## config.mk

```make
export PLATFORM = sky130hd
export DESIGN_NAME = uart_rx
export DESIGN_NICKNAME = d
export VERILOG_FILES = /design/src/rtl/uart_rx.sv
export SDC_FILE = /design/constraint.sdc
export NUM_CORES = 1
export LEC_CHECK = 0
export CAP_MARGIN = 20
export CORE_ASPECT_RATIO = 0.9
export CORE_MARGIN = 1.5
export CORE_UTILIZATION = 45
export CTS_CLUSTER_SIZE = 10
export DETAILED_ROUTE_END_ITERATION = 7
export HOLD_SLACK_MARGIN = 0.1
export MAX_ROUTING_LAYER = met4
export SLEW_MARGIN = 20
export SYNTH_ARGS = -nofsm -noshare
export SYNTH_HDL_FRONTEND = slang
export SYNTH_SLANG_ARGS = --single-unit
```

## constraint.sdc

```tcl
create_clock -name clk -period 2.75 [get_ports clk]
set_clock_uncertainty 0.2 [all_clocks]
set_input_delay 0.55 -clock clk [delete_from_list [all_inputs] [get_ports clk]]
set_output_delay 0.55 -clock clk [all_outputs]
set_load 0.02 [all_outputs]
```

## src/rtl/uart_rx.sv

```systemverilog
// 8N1 serial receiver: two-flop resynchroniser, majority-of-three mid-bit sampling,
// valid/ready byte output with one-cycle framing-error and overrun pulses.
`timescale 1ns/1ps
module uart_rx #(
  parameter int CLKS_PER_BIT = 868
) (
  input  logic       clk,
  input  logic       rst,
  input  logic       rx,
  output logic [7:0] rx_data,
  output logic       rx_valid,
  input  logic       rx_ready,
  output logic       rx_frame_err,
  output logic       rx_overrun
);

  localparam int HALF = CLKS_PER_BIT / 2;
  localparam int CW   = $clog2(CLKS_PER_BIT);
  localparam logic [CW-1:0] CNT_LAST = CW'(CLKS_PER_BIT - 1);
  localparam logic [CW-1:0] CNT_S0   = CW'(HALF - 1);
  localparam logic [CW-1:0] CNT_S1   = CW'(HALF);
  localparam logic [CW-1:0] CNT_DEC  = CW'(HALF + 1);

  typedef enum logic [2:0] {
    S_IDLE,
    S_START,
    S_DATA,
    S_STOP,
    S_WAIT_IDLE
  } state_e;

  state_e        state_q, state_d;
  logic          sync1_q, rx_s_q;
  logic [CW-1:0] cnt_q, cnt_d;
  logic [2:0]    idx_q, idx_d;
  logic [1:0]    samp_q, samp_d;
  logic [7:0]    shift_q, shift_d;
  logic [7:0]    data_q, data_d;
  logic          valid_q, valid_d;
  logic          ferr_q, ferr_d;
  logic          ovr_q, ovr_d;
  logic          maj, dec, last, good, hs;

  assign maj  = (samp_q[0] & samp_q[1]) | (samp_q[0] & rx_s_q) | (samp_q[1] & rx_s_q);
  assign dec  = (cnt_q == CNT_DEC);
  assign last = (cnt_q == CNT_LAST);
  assign hs   = valid_q & rx_ready;

  always_comb begin
    state_d = state_q;
    cnt_d   = cnt_q;
    idx_d   = idx_q;
    samp_d  = samp_q;
    shift_d = shift_q;
    data_d  = data_q;
    valid_d = valid_q;
    ferr_d  = 1'b0;
    ovr_d   = 1'b0;
    good    = 1'b0;

    if (state_q == S_START || state_q == S_DATA || state_q == S_STOP) begin
      cnt_d = cnt_q + 1'b1;
      if (cnt_q == CNT_S0) samp_d[0] = rx_s_q;
      if (cnt_q == CNT_S1) samp_d[1] = rx_s_q;
    end

    case (state_q)
      S_IDLE: begin
        cnt_d = '0;
        if (!rx_s_q) state_d = S_START;
      end
      S_START: begin
        if (dec && maj) begin
          state_d = S_IDLE;
          cnt_d   = '0;
        end else if (last) begin
          state_d = S_DATA;
          cnt_d   = '0;
          idx_d   = '0;
        end
      end
      S_DATA: begin
        if (dec) shift_d[idx_q] = maj;
        if (last) begin
          cnt_d = '0;
          if (idx_q == 3'd7) state_d = S_STOP;
          else               idx_d   = idx_q + 3'd1;
        end
      end
      S_STOP: begin
        if (dec) begin
          cnt_d = '0;
          if (maj) begin
            good    = 1'b1;
            state_d = S_IDLE;
          end else begin
            ferr_d  = 1'b1;
            state_d = S_WAIT_IDLE;
          end
        end
      end
      S_WAIT_IDLE: begin
        cnt_d = '0;
        if (rx_s_q) state_d = S_IDLE;
      end
      default: begin
        state_d = S_IDLE;
        cnt_d   = '0;
      end
    endcase

    // A handshake in the arrival cycle frees the slot, so the new byte replaces it.
    if (hs) valid_d = 1'b0;
    if (good) begin
      if (!valid_q || hs) begin
        data_d  = shift_q;
        valid_d = 1'b1;
      end else begin
        ovr_d = 1'b1;
      end
    end
  end

  always_ff @(posedge clk or negedge rst) begin
    if (!rst) begin
      sync1_q <= 1'b1;
      rx_s_q  <= 1'b1;
      state_q <= S_IDLE;
      cnt_q   <= '0;
      idx_q   <= '0;
      samp_q  <= '0;
      shift_q <= '0;
      data_q  <= '0;
      valid_q <= 1'b0;
      ferr_q  <= 1'b0;
      ovr_q   <= 1'b0;
    end else begin
      sync1_q <= rx;
      rx_s_q  <= sync1_q;
      state_q <= state_d;
      cnt_q   <= cnt_d;
      idx_q   <= idx_d;
      samp_q  <= samp_d;
      shift_q <= shift_d;
      data_q  <= data_d;
      valid_q <= valid_d;
      ferr_q  <= ferr_d;
      ovr_q   <= ovr_d;
    end
  end

  assign rx_data      = data_q;
  assign rx_valid     = valid_q;
  assign rx_frame_err = ferr_q;
  assign rx_overrun   = ovr_q;

endmodule

```

==> report_table.html, run 1 <==
<table>
<tr><th>Metric</th><th>Value</th></tr>
<tr><th colspan="2">GRT</th></tr>
<tr><td>Global-route wire length before repair</td><td>5761 um</td></tr>
<tr><td>Largest net degree at the start of global routing</td><td>40</td></tr>
<tr><td>Vias in the first global route</td><td>1243</td></tr>
<tr><td>Initial antenna violation count</td><td>0</td></tr>
<tr><td>Met3 capacity usage during global routing</td><td>4.510%</td></tr>
<tr><td>M2 GR Usage</td><td>24.07%</td></tr>
<tr><td>Met1 Track Usage GR</td><td>22.13%</td></tr>
<tr><td>Grt ovf</td><td>0</td></tr>
<tr><td>Total routing resource utilization after global routing</td><td>16.59%</td></tr>
<tr><td>Most crowded layer after global routing</td><td>met2</td></tr>
<tr><th colspan="2">Clock tree</th></tr>
<tr><td>H-tree depth</td><td>2</td></tr>
<tr><td>CTS resizes</td><td>0</td></tr>
<tr><td>Clock insertion delay at the later pin of the skew report</td><td>290 ps</td></tr>
<tr><td>CTS Buf Count</td><td>5</td></tr>
<tr><td>Sink Count</td><td>39</td></tr>
<tr><td>Hold-fix buffers, CTS</td><td>0</td></tr>
<tr><td>TritonCTS clock tree</td><td>yes</td></tr>
<tr><td>Cell at the root of the clock tree</td><td>clkbuf_8</td></tr>
<tr><td>Post-CTS setup buffer count</td><td>0</td></tr>
<tr><td>Clock-pin slew of the registers on the worst-case setup and hold paths</td><td>70 ps</td></tr>
<tr><td>Number of buffers on the longest clock path</td><td>2</td></tr>
<tr><th colspan="2">Power and ir drop</th></tr>
<tr><td>Power density over the cells</td><td>483.8 nW/um^2</td></tr>
<tr><td>Internal power summed over all cells</td><td>0.8511 mW</td></tr>
<tr><td>Part of the total power dissipated in sequential elements</td><td>55.0%</td></tr>
<tr><td>Switching pwr</td><td>0.1986 mW</td></tr>
<tr><td>Gate power share</td><td>1.5%</td></tr>
<tr><td>Clock network fraction of total power</td><td>43.6%</td></tr>
<tr><td>Switching power share of the total</td><td>18.92%</td></tr>
<tr><td>IR Drop Worst-Case VDD</td><td>0.3572 mV</td></tr>
<tr><td>Leakage dissipation</td><td>0.9875 nW</td></tr>
<tr><th colspan="2">Detailed routing</th></tr>
<tr><td>Post-DR wirelength/cell</td><td>14.03 um</td></tr>
<tr><td>Total number of vias</td><td>1247</td></tr>
<tr><td>Detail Route Antenna Nets</td><td>0</td></tr>
<tr><td>Via count normalized by instance count</td><td>5.329</td></tr>
<tr><td>Total iterations of the first detailed-routing run</td><td>7</td></tr>
<tr><td>DRC marker count from the first detailed-route iteration</td><td>115</td></tr>
<tr><td>Remaining design rule violation count</td><td>2</td></tr>
<tr><td>Total wirelength of the detailed-routed design</td><td>3283 um</td></tr>
<tr><th colspan="2">Setup path</th></tr>
<tr><td>Critical Path Start Type</td><td>flop</td></tr>
<tr><td>Sequence of cells on the critical path</td><td>ha_1 &gt; and4bb_2 &gt; and2_4 &gt; nand4_4 &gt; nor2b_2 &gt; mux2_2</td></tr>
<tr><td>WS Path Type</td><td>reg -&gt; reg</td></tr>
<tr><td>Worst path bufs/invs</td><td>0</td></tr>
<tr><td>Arrival time reported for the critical path endpoint</td><td>2360 ps</td></tr>
<tr><td>Critical path's top delay family</td><td>simple AND/OR/NAND/NOR gates</td></tr>
<tr><td>Critical Path Fanout Max</td><td>8</td></tr>
<tr><td>Kind of end point of the critical path</td><td>flop</td></tr>
<tr><td>Max stage delay cell, worst path</td><td>dfrtp_1</td></tr>
<tr><td>Data required, critical path</td><td>2730 ps</td></tr>
<tr><td>Longest individual stage delay on the worst path</td><td>430 ps</td></tr>
<tr><th colspan="2">Worst hold path</th></tr>
<tr><td>Worst min-delay path category</td><td>in -&gt; async</td></tr>
<tr><th colspan="2">Logic synthesis</th></tr>
<tr><td>Average cell area after synthesis</td><td>11.27 um^2</td></tr>
<tr><td>Cells after synthesis</td><td>169</td></tr>
<tr><td>Share of synthesized area occupied by flip-flops and latches</td><td>51.38%</td></tr>
<tr><td>Number of distinct library cell variants in the gate-level netlist after synthesis</td><td>39</td></tr>
<tr><td>Syn. warnings</td><td>0</td></tr>
<tr><td>Net count after synthesis</td><td>178</td></tr>
<tr><td>Number of storage elements in the synthesis netlist</td><td>39</td></tr>
<tr><td>Cell area after technology mapping</td><td>1904 um^2</td></tr>
<tr><th colspan="2">Finish</th></tr>
<tr><td>Antenna cells</td><td>0</td></tr>
<tr><td>Layout overhead on the synthesized area</td><td>13.93%</td></tr>
<tr><td>Share of cells above drive strength 1</td><td>19.89%</td></tr>
<tr><td>NumNets Final</td><td>194</td></tr>
<tr><td>Design area</td><td>2170 um^2</td></tr>
<tr><td>Finished Layout Cells</td><td>234</td></tr>
<tr><th colspan="2">STA</th></tr>
<tr><td>Hold_ws</td><td>159.5 ps</td></tr>
<tr><td>Clock period minus final worst setup slack</td><td>2388 ps</td></tr>
<tr><td>Hold Violations, Final</td><td>0</td></tr>
<tr><td>F_max</td><td>0.4187 GHz</td></tr>
<tr><td>Accumulated negative setup slack</td><td>0 ps</td></tr>
<tr><td>RSZ-0062 raised after global routing</td><td>false</td></tr>
<tr><td>Worst slew margin relative to its limit</td><td>43.53%</td></tr>
<tr><td>Transition time at the pin with the least slew margin</td><td>847.1 ps</td></tr>
<tr><td>Final count of pins violating max slew</td><td>0</td></tr>
<tr><td>Number of setup violations in the final report</td><td>0</td></tr>
<tr><td>Share of the clock period used by the worst path after layout</td><td>86.84%</td></tr>
<tr><th colspan="2">Die</th></tr>
<tr><td>Placeable core region</td><td>4074 um^2</td></tr>
<tr><td>Total number of placement rows</td><td>22</td></tr>
<tr><td>Die outline area</td><td>4632 um^2</td></tr>
<tr><td>Starting Density</td><td>46.74%</td></tr>
<tr><td>Top-level I/O count</td><td>15</td></tr>
<tr><td>Die boundary height</td><td>64.72 um</td></tr>
<tr><td>Die width</td><td>71.57 um</td></tr>
<tr><th colspan="2">Outcome</th></tr>
<tr><td>Violations in the final reports</td><td>design-rule violations</td></tr>
<tr><td>Outcome</td><td>complete, but fails checks</td></tr>
<tr><th colspan="2">Placement</th></tr>
<tr><td>DPL Wire Length</td><td>2270 um</td></tr>
<tr><td>Port Buffer Count</td><td>14</td></tr>
<tr><td>Final weighted congestion in routability-driven placement</td><td>0.8718</td></tr>
<tr><td>Cells after DPL</td><td>226</td></tr>
<tr><td>Placement-stage cell area</td><td>2063 um^2</td></tr>
<tr><th colspan="2">Run</th></tr>
<tr><td>Max cap viols</td><td>0</td></tr>
</table>
## cells in the final DEF (no fill, tap or decap), types with 2 or more instances in the layout
cell type,n
dfrtp_1,37
nor2_1,23
mux2_2,19
nand2_1,14
clkdlybuf4s50_1,13
nand3_1,9
inv_1,8
xnor2_1,5
ha_1,5
clkbuf_8,5
nor3_1,3
xor2_1,3
o21ai_0,3
nor4_1,2
and4bb_2,2
and2_4,2
nand4_1,2
nand2b_1,2
and4_1,2
a21oi_1,2
mux2i_1,2
a211o_1,2
clkbuf_1,2
dfstp_2,2
## cell usage after synthesis
cell	n	area [um^2]
dfrtp_1	37	925.9
nor2_1	23	86.33
mux2_2	19	214.0
nand2_1	14	52.55
nand3_1	9	45.04
inv_1	8	30.03
ha_1	5	62.56
xnor2_1	5	43.79
nor3_1	3	15.01
o21ai_0	3	15.01
xor2_1	3	26.28
a211o_1	2	17.52
a21oi_1	2	10.01
and2_4	2	17.52
and4_1	2	17.52
and4bb_2	2	25.02
buf_2	2	10.01
buf_6	2	22.52
dfstp_2	2	52.55
mux2i_1	2	20.02
nand2b_1	2	12.51
nand4_1	2	12.51
nor4_1	2	12.51
a2111oi_0	1	8.760
a21o_1	1	7.510
a221oi_1	1	8.760
a31oi_2	1	12.51
and3_1	1	6.260
buf_4	1	7.510
clkbuf_1	1	3.750
maj3_1	1	10.01
mux2_1	1	11.26
nand4_4	1	21.27
nor2b_1	1	6.260
nor2b_2	1	8.760
nor3b_1	1	7.510
nor4b_4	1	23.77
o211ai_1	1	7.510
o22ai_1	1	6.260
## routing by layer
layer | vias up | wire [um]
li1 | 612 | -
met1 | 607 | 1641
met2 | 21 | 1464
met3 | 7 | 115
met4 | 0 | 61
met5 | - | 0
## through the flow
step                utilization [%]  worst slack [ps]  total power [mW]
floorplan                         -             672.5            0.5891
global placement              50.64             411.6            0.6037
detailed placement            50.64             351.0            0.6044
CTS                           53.26             343.1             1.069
global route                  53.26             179.8             1.091
finish                        53.26             361.9             1.050
## state kept, by name (all words and copies together), names as in the netlist
name / count
rx_data: 8
rx_valid: 1
samp_q: 2
idx_q: 3
rx_s_q: 1
cnt_q: 10
rx_frame_err: 1
shift_q: 8
sync1_q: 1
rx_overrun: 1
state_q: 3
## logic make-up after synthesis
family,synth area share [%]
and+or+nand+nor,19.45
muxes,12.88
adders and majority gates,3.811
xor gates and xnor gates,3.680
AOI/OAI and AO/OA,4.928
DFF,51.38
buffers and inverters,3.876
## area by class of cell
cell class	instances	area [um^2]
multi-input cells	116	852.1
clock inverters	1	30.03
clock buffers	7	76.32
well taps	48	60.06
fillers	368	1904
flip-flops and latches	39	978.4
repair buffers	15	142.6
inverters	8	30.03
## power by group through the flow
stage	Clock, mW	Sequential (mW)	Combinational, mW
2_1_floorplan	0	0.588	0.00132
3_3_place_gp	0	0.588	0.0157
3_5_place_dp	0	0.588	0.0163
4_1_cts	0.476	0.577	0.0163
5_1_grt	0.496	0.577	0.0180
6_report	0.457	0.577	0.0152
## final timing paths
check                                          to  slack, ps               start  depth (start not counted)
max                        rx_data[7]$_DFFE_PN0P_        360  cnt_q[0]$_DFF_PN0_                          6
min                          idx_q[0]$_DFFE_PN0P_        160                 rst                          1
max reg2reg                rx_data[7]$_DFFE_PN0P_        360  cnt_q[0]$_DFF_PN0_                          6
min reg2reg                      rx_s_q$_DFF_PN1_        160   sync1_q$_DFF_PN1_                          0
max in group asynchronous      cnt_q[0]$_DFF_PN0_       1660                 rst                          1
min in group clk                 rx_s_q$_DFF_PN1_        160   sync1_q$_DFF_PN1_                          0
No activity file was read; power rests on OpenSTA's default activity.
==> inputs of run 2 (changes only) <==
PLACE_DENSITY_LB_ADDON = 0.15   (was not set)
==> report_table.html, run 2 (synthesis results as in run 1) <==
<table>
<tr><th>Metric</th><th>Value</th></tr>
<tr><th colspan="2">Die</th></tr>
<tr><td>Top-level I/O count</td><td>15 (unchanged)</td></tr>
<tr><td>Total number of placement rows</td><td>22 (unchanged)</td></tr>
<tr><td>Die width</td><td>71.57 um (unchanged)</td></tr>
<tr><td>Die outline area</td><td>4632 um^2 (unchanged)</td></tr>
<tr><td>Placeable core region</td><td>4074 um^2 (unchanged)</td></tr>
<tr><td>Starting Density</td><td>46.74% (unchanged)</td></tr>
<tr><td>Die boundary height</td><td>64.72 um (unchanged)</td></tr>
<tr><th colspan="2">Power and ir drop</th></tr>
<tr><td>Power consumption</td><td>1.145 mW (was 1.050 mW)</td></tr>
<tr><td>Power density over the cells</td><td>521.3 nW/um^2 (was 483.8 nW/um^2)</td></tr>
<tr><td>IR Drop Worst-Case VDD</td><td>0.3684 mV (was 0.3572 mV)</td></tr>
<tr><td>Leakage dissipation</td><td>1.000 nW (was 0.9875 nW)</td></tr>
<tr><th colspan="2">Clock tree</th></tr>
<tr><td>Cell at the root of the clock tree</td><td>clkbuf_8 (unchanged)</td></tr>
<tr><td>H-tree depth</td><td>2 (unchanged)</td></tr>
<tr><td>TritonCTS clock tree</td><td>yes (unchanged)</td></tr>
<tr><td>Sink Count</td><td>39 (unchanged)</td></tr>
<tr><td>Hold-fix buffers, CTS</td><td>0 (unchanged)</td></tr>
<tr><td>CTS resizes</td><td>0 (unchanged)</td></tr>
<tr><td>CTS Buf Count</td><td>5 (unchanged)</td></tr>
<tr><td>Post-CTS setup buffer count</td><td>0 (unchanged)</td></tr>
<tr><td>Clock-pin slew of the registers on the worst-case setup and hold paths</td><td>70 ps (about the same)</td></tr>
<tr><td>Clock insertion delay at the later pin of the skew report</td><td>290 ps (about the same)</td></tr>
<tr><td>Number of buffers on the longest clock path</td><td>2 (unchanged)</td></tr>
<tr><th colspan="2">Finish</th></tr>
<tr><td>Final core utilization</td><td>53.90% (was 53.26%)</td></tr>
<tr><td>Most common cell after layout, fill and taps aside</td><td>dfrtp_1 (unchanged)</td></tr>
<tr><td>Sequential cell area</td><td>978.4 um^2 (unchanged)</td></tr>
<tr><td>Filler cell count</td><td>365 (was 368)</td></tr>
<tr><td>Multi-input logic area</td><td>852.1 um^2 (unchanged)</td></tr>
<tr><td>NumNets Final</td><td>194 (unchanged)</td></tr>
<tr><td>Share of cells above drive strength 1</td><td>20.43% (was 19.89%)</td></tr>
<tr><td>Antenna cells</td><td>0 (unchanged)</td></tr>
<tr><td>Top library cells by usage in the layout, fill and taps aside</td><td>37 x dfrtp_1, 23 x nor2_1, 19 x mux2_2 (unchanged)</td></tr>
<tr><td>Layout overhead on the synthesized area</td><td>15.31% (was 13.93%)</td></tr>
<tr><td>Design area</td><td>2196 um^2 (was 2170 um^2)</td></tr>
<tr><td>Finished Layout Cells</td><td>234 (unchanged)</td></tr>
<tr><td>Max FFs per register</td><td>10 (unchanged)</td></tr>
<tr><td>Largest Register</td><td>cnt_q (unchanged)</td></tr>
<tr><th colspan="2">GRT</th></tr>
<tr><td>Largest net degree at the start of global routing</td><td>40 (unchanged)</td></tr>
<tr><td>Vias in the first global route</td><td>1204 (was 1243)</td></tr>
<tr><td>Grt ovf</td><td>0 (unchanged)</td></tr>
<tr><td>Initial antenna violation count</td><td>0 (unchanged)</td></tr>
<tr><td>Global-route wire length before repair</td><td>5740 um (was 5761 um)</td></tr>
<tr><td>Total routing resource utilization after global routing</td><td>16.82% (was 16.59%)</td></tr>
<tr><th colspan="2">Setup path</th></tr>
<tr><td>Worst reg2reg path depth</td><td>6 (unchanged)</td></tr>
<tr><td>Arrival time reported for the critical path endpoint</td><td>2390 ps (was 2360 ps)</td></tr>
<tr><td>Critical Path Fanout Max</td><td>8 (unchanged)</td></tr>
<tr><td>WS Path Type</td><td>reg -&gt; reg (unchanged)</td></tr>
<tr><td>Kind of end point of the critical path</td><td>flop (unchanged)</td></tr>
<tr><td>Critical Path Start Type</td><td>flop (unchanged)</td></tr>
<tr><td>Data required, critical path</td><td>2730 ps (about the same)</td></tr>
<tr><th colspan="2">STA</th></tr>
<tr><td>Hold_ws</td><td>158.1 ps (was 159.5 ps)</td></tr>
<tr><td>Hold Violations, Final</td><td>0 (unchanged)</td></tr>
<tr><td>Accumulated negative setup slack</td><td>0 ps (unchanged)</td></tr>
<tr><td>Final count of pins violating max slew</td><td>0 (unchanged)</td></tr>
<tr><td>Setup slack after layout</td><td>335.3 ps (was 361.9 ps)</td></tr>
<tr><td>Share of the clock period used by the worst path after layout</td><td>87.81% (was 86.84%)</td></tr>
<tr><td>RSZ-0062 raised after global routing</td><td>false (unchanged)</td></tr>
<tr><td>F_max</td><td>0.4141 GHz (was 0.4187 GHz)</td></tr>
<tr><td>Worst slew margin relative to its limit</td><td>44.37% (was 43.53%)</td></tr>
<tr><td>Number of setup violations in the final report</td><td>0 (unchanged)</td></tr>
<tr><td>Clock period minus final worst setup slack</td><td>2415 ps (was 2388 ps)</td></tr>
<tr><td>Transition time at the pin with the least slew margin</td><td>834.5 ps (was 847.1 ps)</td></tr>
<tr><th colspan="2">Run</th></tr>
<tr><td>Max cap viols</td><td>0 (unchanged)</td></tr>
<tr><th colspan="2">Detailed routing</th></tr>
<tr><td>Total number of vias</td><td>1251 (was 1247)</td></tr>
<tr><td>Via count normalized by instance count</td><td>5.346 (was 5.329)</td></tr>
<tr><td>Total iterations of the first detailed-routing run</td><td>6 (was 7)</td></tr>
<tr><td>Post-DR wirelength/cell</td><td>14.25 um (was 14.03 um)</td></tr>
<tr><td>DRC marker count from the first detailed-route iteration</td><td>118 (was 115)</td></tr>
<tr><td>Remaining design rule violation count</td><td>0 (was 2)</td></tr>
<tr><td>Detail Route Antenna Nets</td><td>0 (unchanged)</td></tr>
<tr><td>Total wirelength of the detailed-routed design</td><td>3335 um (was 3283 um)</td></tr>
<tr><th colspan="2">Placement</th></tr>
<tr><td>DPL Wire Length</td><td>2382 um (was 2270 um)</td></tr>
<tr><td>Minimum setup slack after placement</td><td>317.4 ps (was 351.0 ps)</td></tr>
<tr><td>Port Buffer Count</td><td>14 (unchanged)</td></tr>
<tr><td>Cells after DPL</td><td>226 (unchanged)</td></tr>
<tr><td>Final weighted congestion in routability-driven placement</td><td>0.9036 (was 0.8718)</td></tr>
<tr><td>Placement-stage cell area</td><td>2063 um^2 (unchanged)</td></tr>
<tr><th colspan="2">Outcome</th></tr>
<tr><td>Outcome</td><td>finished, final reports clean (was complete, but fails checks)</td></tr>
<tr><th colspan="2">Worst hold path</th></tr>
<tr><td>Worst min-delay path category</td><td>in -&gt; async (unchanged)</td></tr>
</table>
==> run 2: cell count changes in the layout (fill, tap and decap cells not counted), sizes merged <==
cell and delta:
bufinv +1, clkbuf -1
==> run 2: critical path, cell delays in order (launching register included) <==
cell	delay (ps)
dfrtp_1	430
ha_1	250
and4bb_2	350
and2_4	190
nand4_4	120
nor2b_2	380
mux2_2	390
==> run 2: layout make-up <==
type | count | area share (%)
clock buffer | 6 | 3.305
clock inverter | 2 | 2.735
inverter | 8 | 1.368
multi-input combinational | 116 | 38.80
sequential | 39 | 44.56
tap | 48 | 2.735
timing repair buffer | 15 | 6.496
==> run 2: final timing paths <==
| path | end | start | slack, ps |
|---|---|---|---|
| worst max register to register | rx_data[2]$_DFFE_PN0P_ | cnt_q[0]$_DFF_PN0_ | 340 |
| min in group clk | rx_s_q$_DFF_PN1_ | sync1_q$_DFF_PN1_ | 160 |
| max in group asynchronous | idx_q[2]$_DFFE_PN0P_ | rst | 1670 |
| worst max-delay path | rx_data[2]$_DFFE_PN0P_ | cnt_q[0]$_DFF_PN0_ | 340 |
| worst min-delay path | cnt_q[2]$_DFF_PN0_ | rst | 160 |
| worst min register to register | rx_s_q$_DFF_PN1_ | sync1_q$_DFF_PN1_ | 160 |
==> run 2: per-layer routing <==
metal	vias up	wire length [um]	global-route usage, %
met3	5	155	4.199
met4	0	53	7.783
met5	-	0	-
met1	606	1662	22.75
met2	28	1464	23.83
li1	612	-	-
==> run 2: where the power goes <==
part | switching (mW) | internal (mW) | leakage, nW
registers | 0.00115 | 0.576 | 0.523
clock network | 0.190 | 0.362 | 0.0654
logic | 0.0112 | 0.00383 | 0.412
